### config.mk
export PLATFORM = sky130hd
export DESIGN_NAME = uart_bus_arbiter
export DESIGN_NICKNAME = d
export VERILOG_FILES = /design/src/rtl/uart_pkg.sv /design/src/rtl/uart_rr_grant.sv /design/src/rtl/uart_bus_arbiter.sv
export SDC_FILE = /design/constraint.sdc
export NUM_CORES = 1
export LEC_CHECK = 0
export BUFFER_PORTS_ARGS = -buffer_cell sky130_fd_sc_hd__clkbuf_2
export CELL_PAD_IN_SITES_DETAIL_PLACEMENT = 1
export CELL_PAD_IN_SITES_GLOBAL_PLACEMENT = 1
export CORE_MARGIN = 2
export CORE_UTILIZATION = 31
export CTS_CLUSTER_DIAMETER = 30
export DETAILED_ROUTE_END_ITERATION = 16
export PLACE_DENSITY_LB_ADDON = 0.1
export SKIP_LAST_GASP = 1
export SLEW_MARGIN = 20
export SYNTH_ARGS = -nofsm -noshare
export SYNTH_HDL_FRONTEND = slang
export SYNTH_SLANG_ARGS = --single-unit
### constraint.sdc
create_clock -name i_clk -period 1.8 [get_ports i_clk]
set_clock_uncertainty 0.15 [all_clocks]
set_input_delay 0.18 -clock i_clk [delete_from_list [all_inputs] [get_ports i_clk]]
set_output_delay 0.18 -clock i_clk [all_outputs]
set_load 0.1 [all_outputs]
### src/rtl/uart_pkg.sv
// Shared types and constants for the UART bus arbiter slice.
package uart_pkg;

    typedef enum logic [1:0] {
        S_IDLE   = 2'd0,
        S_SETUP  = 2'd1,
        S_STROBE = 2'd2,
        S_HOLD   = 2'd3
    } state_t;

    typedef enum logic {
        REQ_A = 1'b0,
        REQ_B = 1'b1
    } req_e;

    localparam logic [2:0] UART_DATA_ADDR = 3'd0;

    // The requester that did not win a grant gets the next round-robin turn.
    function automatic req_e other_req(input logic granted_b);
        return granted_b ? REQ_A : REQ_B;
    endfunction

endpackage

### src/rtl/uart_rr_grant.sv
// Two-requester round-robin grant with lock-owner override.
import uart_pkg::*;

module uart_rr_grant (
    input  logic [1:0] valid,
    input  logic [1:0] lock,
    input  logic       own_valid,
    input  logic       own,
    input  logic       enable,
    input  logic       ptr,
    output logic [1:0] grant,
    output logic       next_own_valid,
    output logic       next_own
);

    logic lock_held_s;

    // An owner whose lock input has dropped no longer restricts this cycle's decision.
    always_comb begin
        lock_held_s = own_valid & lock[own];
        grant       = 2'b00;
        if (!enable) begin
            grant = 2'b00;
        end else if (lock_held_s) begin
            grant = own ? {valid[1], 1'b0} : {1'b0, valid[0]};
        end else if (valid == 2'b11) begin
            grant = ptr ? 2'b10 : 2'b01;
        end else begin
            grant = valid;
        end
    end

    // Ownership follows the granted requester's lock; without a grant it persists while held.
    always_comb begin
        next_own_valid = 1'b0;
        next_own       = own;
        if (grant != 2'b00) begin
            next_own_valid = |(grant & lock);
            next_own       = grant[1];
        end else begin
            next_own_valid = lock_held_s;
            next_own       = own;
        end
    end

endmodule

### src/rtl/uart_bus_arbiter.sv
// Sequences UART register accesses: round-robin/locked TX from two requesters
// and RX draining into a one-entry buffer, with IRQ-based flow control.
import uart_pkg::*;

module uart_bus_arbiter #(
    parameter logic [2:0] DATA_ADDR = UART_DATA_ADDR,
    parameter int         HOLDOFF   = 2
) (
    input  logic       i_clk,
    input  logic       i_reset,
    input  logic       i_a_valid,
    input  logic [7:0] i_a_data,
    input  logic       i_a_lock,
    output logic       o_a_ready,
    input  logic       i_b_valid,
    input  logic [7:0] i_b_data,
    input  logic       i_b_lock,
    output logic       o_b_ready,
    output logic       o_rx_valid,
    output logic [7:0] o_rx_data,
    input  logic       i_rx_ready,
    output logic [2:0] o_addr,
    output logic [7:0] o_data,
    output logic       o_rw,
    output logic       o_en,
    output logic       o_phi2,
    input  logic [7:0] i_data,
    input  logic       i_tx_irq,
    input  logic       i_rx_irq
);

    localparam logic [3:0] HOLD_LAST = 4'(HOLDOFF - 1);

    state_t     state_r;
    logic [3:0] hold_cnt_r;
    req_e       ptr_r;
    logic       own_valid_r;
    req_e       own_r;
    logic       is_read_r;
    logic       rx_valid_r;
    logic [7:0] rx_data_r;
    logic [7:0] data_r;
    logic       rw_r;
    logic       en_r;
    logic       phi2_r;

    logic       rx_take_s;
    logic       tx_en_s;
    logic [1:0] grant_s;
    logic       next_own_valid_s;
    logic       next_own_s;

    // Decisions happen only in IDLE; a pending RX read pre-empts any TX grant.
    always_comb begin
        rx_take_s = 1'b0;
        tx_en_s   = 1'b0;
        if ((state_r == S_IDLE) && !i_reset) begin
            rx_take_s = i_rx_irq & ~rx_valid_r;
            tx_en_s   = i_tx_irq & ~rx_take_s;
        end else begin
            rx_take_s = 1'b0;
            tx_en_s   = 1'b0;
        end
    end

    uart_rr_grant u_grant (
        .valid          ({i_b_valid, i_a_valid}),
        .lock           ({i_b_lock, i_a_lock}),
        .own_valid      (own_valid_r),
        .own            (own_r == REQ_B),
        .enable         (tx_en_s),
        .ptr            (ptr_r == REQ_B),
        .grant          (grant_s),
        .next_own_valid (next_own_valid_s),
        .next_own       (next_own_s)
    );

    assign o_a_ready  = grant_s[0];
    assign o_b_ready  = grant_s[1];
    assign o_addr     = DATA_ADDR;
    assign o_data     = data_r;
    assign o_rw       = rw_r;
    assign o_en       = en_r;
    assign o_phi2     = phi2_r;
    assign o_rx_valid = rx_valid_r;
    assign o_rx_data  = rx_data_r;

    // Access sequencer, bus drive registers and RX buffer.
    always_ff @(posedge i_clk) begin
        if (i_reset) begin
            state_r     <= S_IDLE;
            hold_cnt_r  <= 4'd0;
            ptr_r       <= REQ_A;
            own_valid_r <= 1'b0;
            own_r       <= REQ_A;
            is_read_r   <= 1'b0;
            rx_valid_r  <= 1'b0;
            rx_data_r   <= 8'd0;
            data_r      <= 8'd0;
            rw_r        <= 1'b1;
            en_r        <= 1'b0;
            phi2_r      <= 1'b0;
        end else begin
            if (rx_valid_r && i_rx_ready) begin
                rx_valid_r <= 1'b0;
            end
            case (state_r)
                S_IDLE: begin
                    own_valid_r <= next_own_valid_s;
                    own_r       <= req_e'(next_own_s);
                    if (rx_take_s) begin
                        state_r   <= S_SETUP;
                        is_read_r <= 1'b1;
                        rw_r      <= 1'b1;
                        en_r      <= 1'b1;
                    end else if (grant_s != 2'b00) begin
                        state_r   <= S_SETUP;
                        is_read_r <= 1'b0;
                        rw_r      <= 1'b0;
                        en_r      <= 1'b1;
                        data_r    <= grant_s[1] ? i_b_data : i_a_data;
                        ptr_r     <= other_req(grant_s[1]);
                    end else begin
                        state_r <= S_IDLE;
                    end
                end
                S_SETUP: begin
                    phi2_r  <= 1'b1;
                    state_r <= S_STROBE;
                end
                S_STROBE: begin
                    en_r       <= 1'b0;
                    phi2_r     <= 1'b0;
                    hold_cnt_r <= 4'd0;
                    state_r    <= S_HOLD;
                    if (is_read_r) begin
                        rx_data_r  <= i_data;
                        rx_valid_r <= 1'b1;
                    end
                end
                S_HOLD: begin
                    if (hold_cnt_r == HOLD_LAST) begin
                        hold_cnt_r <= 4'd0;
                        state_r    <= S_IDLE;
                    end else begin
                        hold_cnt_r <= hold_cnt_r + 4'd1;
                    end
                end
                default: begin
                    state_r <= S_IDLE;
                    en_r    <= 1'b0;
                    phi2_r  <= 1'b0;
                end
            endcase
        end
    end

endmodule

==> results of run 1 <==
[sequential cells by signal, indices dropped and copies added (netlist names)]
name,flops
o_rx_data,8
own_r,1
ptr_r,1
is_read_r,1
o_en,1
o_rw,1
o_rx_valid,1
state_r,2
o_phi2,1
own_valid_r,1
o_data,8
hold_cnt_r,4
[metrics by stage]
stage / area [um^2] / TNS [ns] / utilization, %
3_3_place_gp: 2026 / 0 / 42.61
5_1_grt: 2297 / -2.126 / 48.32
2_1_floorplan: 1598 / -2.359 / -
6_report: 2297 / -0.5930 / 48.32
4_1_cts: 2257 / -0.7562 / 47.47
3_5_place_dp: 2026 / -0.03240 / 42.61
[layer usage]
layer | vias up | share of wire, % | track usage [%]
li1 | 806 | - | -
met1 | 788 | 44 | 22.87
met2 | 41 | 51 | 35.20
met3 | 4 | 3.8 | 5.149
met4 | 0 | 0.86 | 7.341
met5 | - | 0 | 0
[worst min-delay path by stage]
stage,start,to,cells past startpoint
detailed placement,i_data[0],o_rx_data[0]$_SDFFE_PP0P_,3
global route,i_a_data[0],o_data[0]$_SDFFE_PP0P_,3
global placement,i_data[6],o_rx_data[6]$_SDFFE_PP0P_,3
finish,i_a_data[0],o_data[0]$_SDFFE_PP0P_,3
floorplan,i_data[0],o_rx_data[0]$_SDFFE_PP0P_,2
CTS,i_rx_ready,o_rx_valid$_SDFF_PP0_,3
[final cells by class]
cell class	instances	share of cell area, %
Sequential cell	30	26.42
Timing Repair Buffer	83	23.53
Clock inverter	1	0.2179
Inverter	7	1.144
Clock buffer	7	3.758
Tap cell	67	3.649
Multi-Input combinational cell	127	41.29
[power by group through the flow]
stage / registers (W) / clock network (W) / logic (W)
floorplan: 0.000921 / 0 / 0.000240
global placement: 0.000748 / 0 / 0.000547
detailed placement: 0.000751 / 0 / 0.000564
CTS: 0.000736 / 0.000587 / 0.000604
global route: 0.000741 / 0.000614 / 0.000657
finish: 0.000736 / 0.000566 / 0.000612
[synth_stat cells (all sizes together), types with 2 or more instances]
| master | number | area, um^2 |
|---|---|---|
| nor2b | 3 | 18.77 |
| inv | 7 | 26.28 |
| dfxtp | 30 | 600.6 |
| o21a | 2 | 15.01 |
| o31ai | 9 | 67.56 |
| mux2 | 2 | 22.52 |
| buf | 14 | 88.83 |
| nand3b | 2 | 15.01 |
| nand4 | 8 | 50.05 |
| o21ai | 3 | 18.76 |
| nand3 | 10 | 55.05 |
| nand2 | 15 | 56.30 |
| and2 | 2 | 12.51 |
| a21oi | 22 | 113.9 |
| a211oi | 2 | 15.01 |
| nand2b | 2 | 12.51 |
| a311oi | 10 | 100.1 |
| nor3 | 2 | 15.01 |
| nor2 | 10 | 37.54 |
| ha | 5 | 62.56 |
[cell families (layout without fill, tap and decap cells)]
family,Yosys count,count (layout),synth area share [%]
other,1,3,0.2427
buffers and inverters,22,98,7.692
flip-flops,30,30,38.87
multiplexers,3,3,2.105
adder cells (fa/ha/maj),5,5,4.049
AND/OR/NAND/NOR,57,57,19.03
XOR/XNOR,1,1,0.5669
AO/OA/AOI/OAI,58,58,27.45
[worst max-delay path: stages, from the launching register on]
cell and delay, ns:
dfxtp_2 0.33, inv_2 0.06, ha_4 0.13, nand3b_1 0.09, or2_4 0.27, a311oi_4 0.27, buf_12 0.22
[layout by cell type, fill, tap and decap left out, drive strengths merged, types with 3 or more instances in the layout]
| cell type | synthesis | routed |
|---|---|---|
| a21oi | 22 | 22 |
| o31ai | 9 | 9 |
| nor2b | 3 | 3 |
| nand4 | 8 | 8 |
| clkbuf | 1 | 59 |
| dlygate4sd3 | 0 | 6 |
| nor2 | 10 | 10 |
| dfxtp | 30 | 30 |
| a311oi | 10 | 10 |
| conb | 1 | 3 |
| o21ai | 3 | 3 |
| inv | 7 | 7 |
| nand3 | 10 | 10 |
| buf | 14 | 25 |
| nand2 | 15 | 15 |
| ha | 5 | 5 |
[what timing repair did]
action / in CTS / in global routing
gates resized for setup: 12 / 7
buffers inserted: 3 / 1
endpoints found under the setup margin: 7 / 16
cloned: 0 / 0
hold buffers: 6 / 0
hold endpoints to repair: 6 / 0
pin swaps: 7 / 1
==> flow_summary.json, run 1 <==
{
  "worstSetupPathType": "register to primary output",
  "hpwl_mm": 3.697,
  "antenna_found_initial": 0,
  "ys_ff_latch": 30,
  "hold_slack_ns": 0.01068,
  "status": "complete, but fails checks",
  "seq_area_frac_synth_pct": 38.87,
  "num_antenna_cells": 0,
  "reg2reg_depth": 8,
  "synth_cells": 177,
  "io_pins": 58,
  "rsz0062_at_grt": "yes",
  "drtIter0Drc": 49,
  "min_path_type": "input pin to register",
  "cp.required_ns": 1.47,
  "drive_gt1_share_pct": 43.53,
  "place_ws_ns": -0.01322,
  "dp_cells": 304,
  "coreArea_um2": 4755,
  "synth.distinct_cells": 47,
  "cts_tree": "yes",
  "worstPathArrival_ns": 1.65,
  "r2r_start": "state_r[1]$_SDFFE_PP0P_",
  "gp_congestion": 0.7506,
  "gr-usage-all-layers_pct": 19.84,
  "syn_to_final_growth_pct": 48.66,
  "grt-ovfl-total": 0,
  "start_util_pct": 32.50,
  "powerDensity_nw_per_um2": 833.6,
  "dieWidth_um": 74.60,
  "synth-main-ff-cell": "dfxtp_1",
  "power_w": 0.001915,
  "multi_input_area_um2": 948.4,
  "swShare_pct": 37.52,
  "switchingPower_w": 0.0007185,
  "tightest_slew_ns": 0.5514,
  "routed_wirelength_mm": 5.102,
  "clk_latency_ns": 0.28,
  "grt_pass1_vias": 1803,
  "wl_per_cell_um": 15.84,
  "timing.final.ws_setup_ns": -0.1806,
  "critPathCaptureType": "primary output",
  "report.final.slew_viol_count": 0,
  "h-tree-depth": 2,
  "die-area_um2": 5565,
  "layout_min_cycle_time_ns": 1.981,
  "cp-start-kind": "register",
  "fill_cells": 586,
  "violations": "setup timing",
  "synth_edf_count": 0,
  "clockRootBuffer": "clkbuf_8",
  "syn-cell-area_um2": 1545,
  "fp-row-count": 25,
  "maxCapViolations": 0,
  "hold_violations": 0,
  "dr.pass1.iters": 4,
  "vias": 1639,
  "finalSetupViolCount": 9,
  "port_buffers": 54,
  "clock_sinks": 30,
  "leakage_nw": 0.9594,
  "r2r_end": "o_data[6]$_SDFFE_PP0P_",
  "internal-power_w": 0.001196,
  "ir_worst_vdd_uv": 391.7,
  "drcViolationCount": 0,
  "clock_path_buffers": 2,
  "clk_pin_slew_ns": 0.07,
  "grt_max_degree": 29,
  "combPwrFrac_pct": 32.0,
  "pwr-share-seq_pct": 38.5,
  "final_nets": 292,
  "yosysWarnings": 0,
  "relSlewSlack_pct": 63.40,
  "worstPathMaxFanout": 2,
  "avgSynthCellArea_um2": 8.730,
  "reg2reg_slack_ns": -0.06,
  "layout.area.seq_um2": 606.8,
  "vias_per_cell": 5.090,
  "die_height_um": 74.60,
  "ys_async_sr_fraction_pct": 0,
  "grt_pass1_wl_mm": 8.355,
  "crit_start": "state_r[1]$_SDFFE_PP0P_",
  "numCtsBuffers": 5,
  "max_freq_mhz": 504.9,
  "post_layout_nonfiller_instances": 322,
  "crit_end": "o_a_ready",
  "fin_crit_sh_pct": 110.0,
  "clkPwrFrac_pct": 29.6,
  "antenna_left": 0
}
Power figures use the tool's default switching activity.
==> inputs of run 2 (changes only) <==
CORE_UTILIZATION = 33   (was 31)
CTS_BUF_LIST = sky130_fd_sc_hd__clkbuf_8   (was not set)
==> run 2 against run 1 <==
Net effect: wire length decreased by 0.78%; first-iteration DRC count increased by 41%; clock power decreased by 0.9%; utilization increased by 5.0 points; via count increased by 2.3%; combinational power increased by 4.7%; non-clock buffer count increased by 8; register-to-register slack got worse by 0.14 ns; sequential share of layout area decreased by 0.69 points; the flow still finishes with violations (setup timing).
==> flow_summary.json, run 2 (same netlist as run 1, synthesis figures left out) <==
{
  "clk_latency_ns": 0.28,
  "worstSetupPathType": "register to register",
  "final_cell_mix": "clkbuf_2 (52), dfxtp_1 (25), buf_4 (24), a21oi_1 (21), nand2_1 (14)",
  "hpwl_mm": 3.497,
  "start_util_pct": 34.77,
  "drcViolationCount": 0,
  "vias": 1677,
  "drtIter0Drc": 69,
  "violations": "setup timing",
  "crit_start": "state_r[0]$_SDFFE_PP0P_",
  "dieWidth_um": 72.43,
  "clockRootBuffer": "clkbuf_8",
  "grt_max_degree": 29,
  "grt-ovfl-total": 0,
  "wl_met2_mm": 2.578,
  "clock_sinks": 30,
  "leakage_nw": 1.010,
  "routed_wirelength_mm": 5.062,
  "hold_slack_ns": 0.005127,
  "antenna_found_initial": 0,
  "report.final.slew_viol_count": 0,
  "layout_commonest_cell": "clkbuf_2",
  "place_ws_ns": -0.04160,
  "fin_crit_sh_pct": 111.0,
  "wl_met3_um": 224,
  "min_path_type": "input pin to register",
  "final_nets": 300,
  "drive_gt1_share_pct": 46.01,
  "finalSetupViolCount": 10,
  "timing.final.ws_setup_ns": -0.1976,
  "fp-row-count": 24,
  "cp.required_ns": 1.80,
  "ir_worst_vdd_uv": 414.3,
  "die_height_um": 72.43,
  "gr-usage-all-layers_pct": 19.99,
  "critPathCaptureType": "register",
  "vias_per_cell": 5.324,
  "tightest_slew_ns": 0.5501,
  "relSlewSlack_pct": 63.48,
  "min_from": "i_data[4]",
  "reg2reg_slack_ns": -0.20,
  "m1WireLength_mm": 2.192,
  "cts_tree": "yes",
  "maxCapViolations": 0,
  "dp_cells": 288,
  "io_pins": 58,
  "status": "complete, but fails checks",
  "antenna_left": 0,
  "dr.pass1.iters": 4,
  "rsz0062_at_grt": "yes",
  "worstPathMaxFanout": 8,
  "wl_per_cell_um": 16.07,
  "powerDensity_nw_per_um2": 818.6,
  "port_buffers": 54,
  "syn_to_final_growth_pct": 53.28,
  "clk_pin_slew_ns": 0.07,
  "coreArea_um2": 4444,
  "h-tree-depth": 2,
  "gp_congestion": 0.8514,
  "worstPathArrival_ns": 2.00,
  "grt_pass1_vias": 1802,
  "clock_path_buffers": 2,
  "cp-start-kind": "register",
  "numCtsBuffers": 5,
  "die-area_um2": 5246,
  "r2r_start": "state_r[0]$_SDFFE_PP0P_",
  "post_layout_nonfiller_instances": 315,
  "hold_violations": 0,
  "highest_layer": "met4",
  "num_antenna_cells": 0,
  "grt_pass1_wl_mm": 8.286,
  "max_freq_mhz": 500.6,
  "layout_min_cycle_time_ns": 1.998
}
-- run 2: per-layer routing --
layer | vias to the layer above | track usage [%]
met5 | - | 0
met4 | 0 | 6.173
met3 | 8 | 5.417
met2 | 53 | 35.68
met1 | 798 | 23.25
li1 | 818 | -
-- run 2: cell type report --
class	instances	area, um^2
multi-input combinational	127	955.9
clock inverter	2	8.758
inverter	7	26.28
tap	52	65.06
sequential	30	609.3
fill	556	2076
clock buffer	6	82.58
timing repair buffer	91	620.6
-- run 2: through the flow --
| stage | instance area (um^2) | TNS, ns | util [%] | total power (W) |
|---|---|---|---|---|
| global placement | 1999 | 0 | 44.99 | 0.001294 |
| finish | 2369 | -1.299 | 53.29 | 0.001939 |
| global route | 2369 | -2.152 | 53.29 | 0.002039 |
| CTS | 2263 | -0.5379 | 50.93 | 0.001918 |
| detailed placement | 1999 | -0.09144 | 44.99 | 0.001313 |
| floorplan | 1598 | -2.359 | - | 0.001162 |
-- run 2: final timing paths --
kind | depth (start not counted) | end
setup / recovery | 9 | o_data[2]$_SDFFE_PP0P_
hold / removal | 3 | o_rx_data[4]$_SDFFE_PP0P_
setup reg to reg | 9 | o_data[2]$_SDFFE_PP0P_
hold reg to reg | 2 | o_rx_data[5]$_SDFFE_PP0P_
-- run 2: report_power, final --
part           internal [W]  switching, W  leakage, nW
Sequential         0.000703     0.0000338        0.246
Combinational      0.000205      0.000435        0.711
Clock              0.000302      0.000259       0.0524
-- run 2: repair_timing --
item	CTS	global route
pin swaps	6	8
cloned	0	1
endpoints found under the hold margin	7	0
hold buffers	7	0
setup endpoints to repair	6	16
resized for setup	14	14
buffers inserted	4	9
-- run 2: worst max-delay path, stage by stage (launching register included) --
cell and delay (ns):
dfxtp_2 0.33, inv_2 0.07, ha_4 0.12, nand3b_1 0.09, or2_4 0.27, buf_6 0.13
buf_4 0.13, buf_12 0.14, o31ai_2 0.29, a311oi_2 0.15
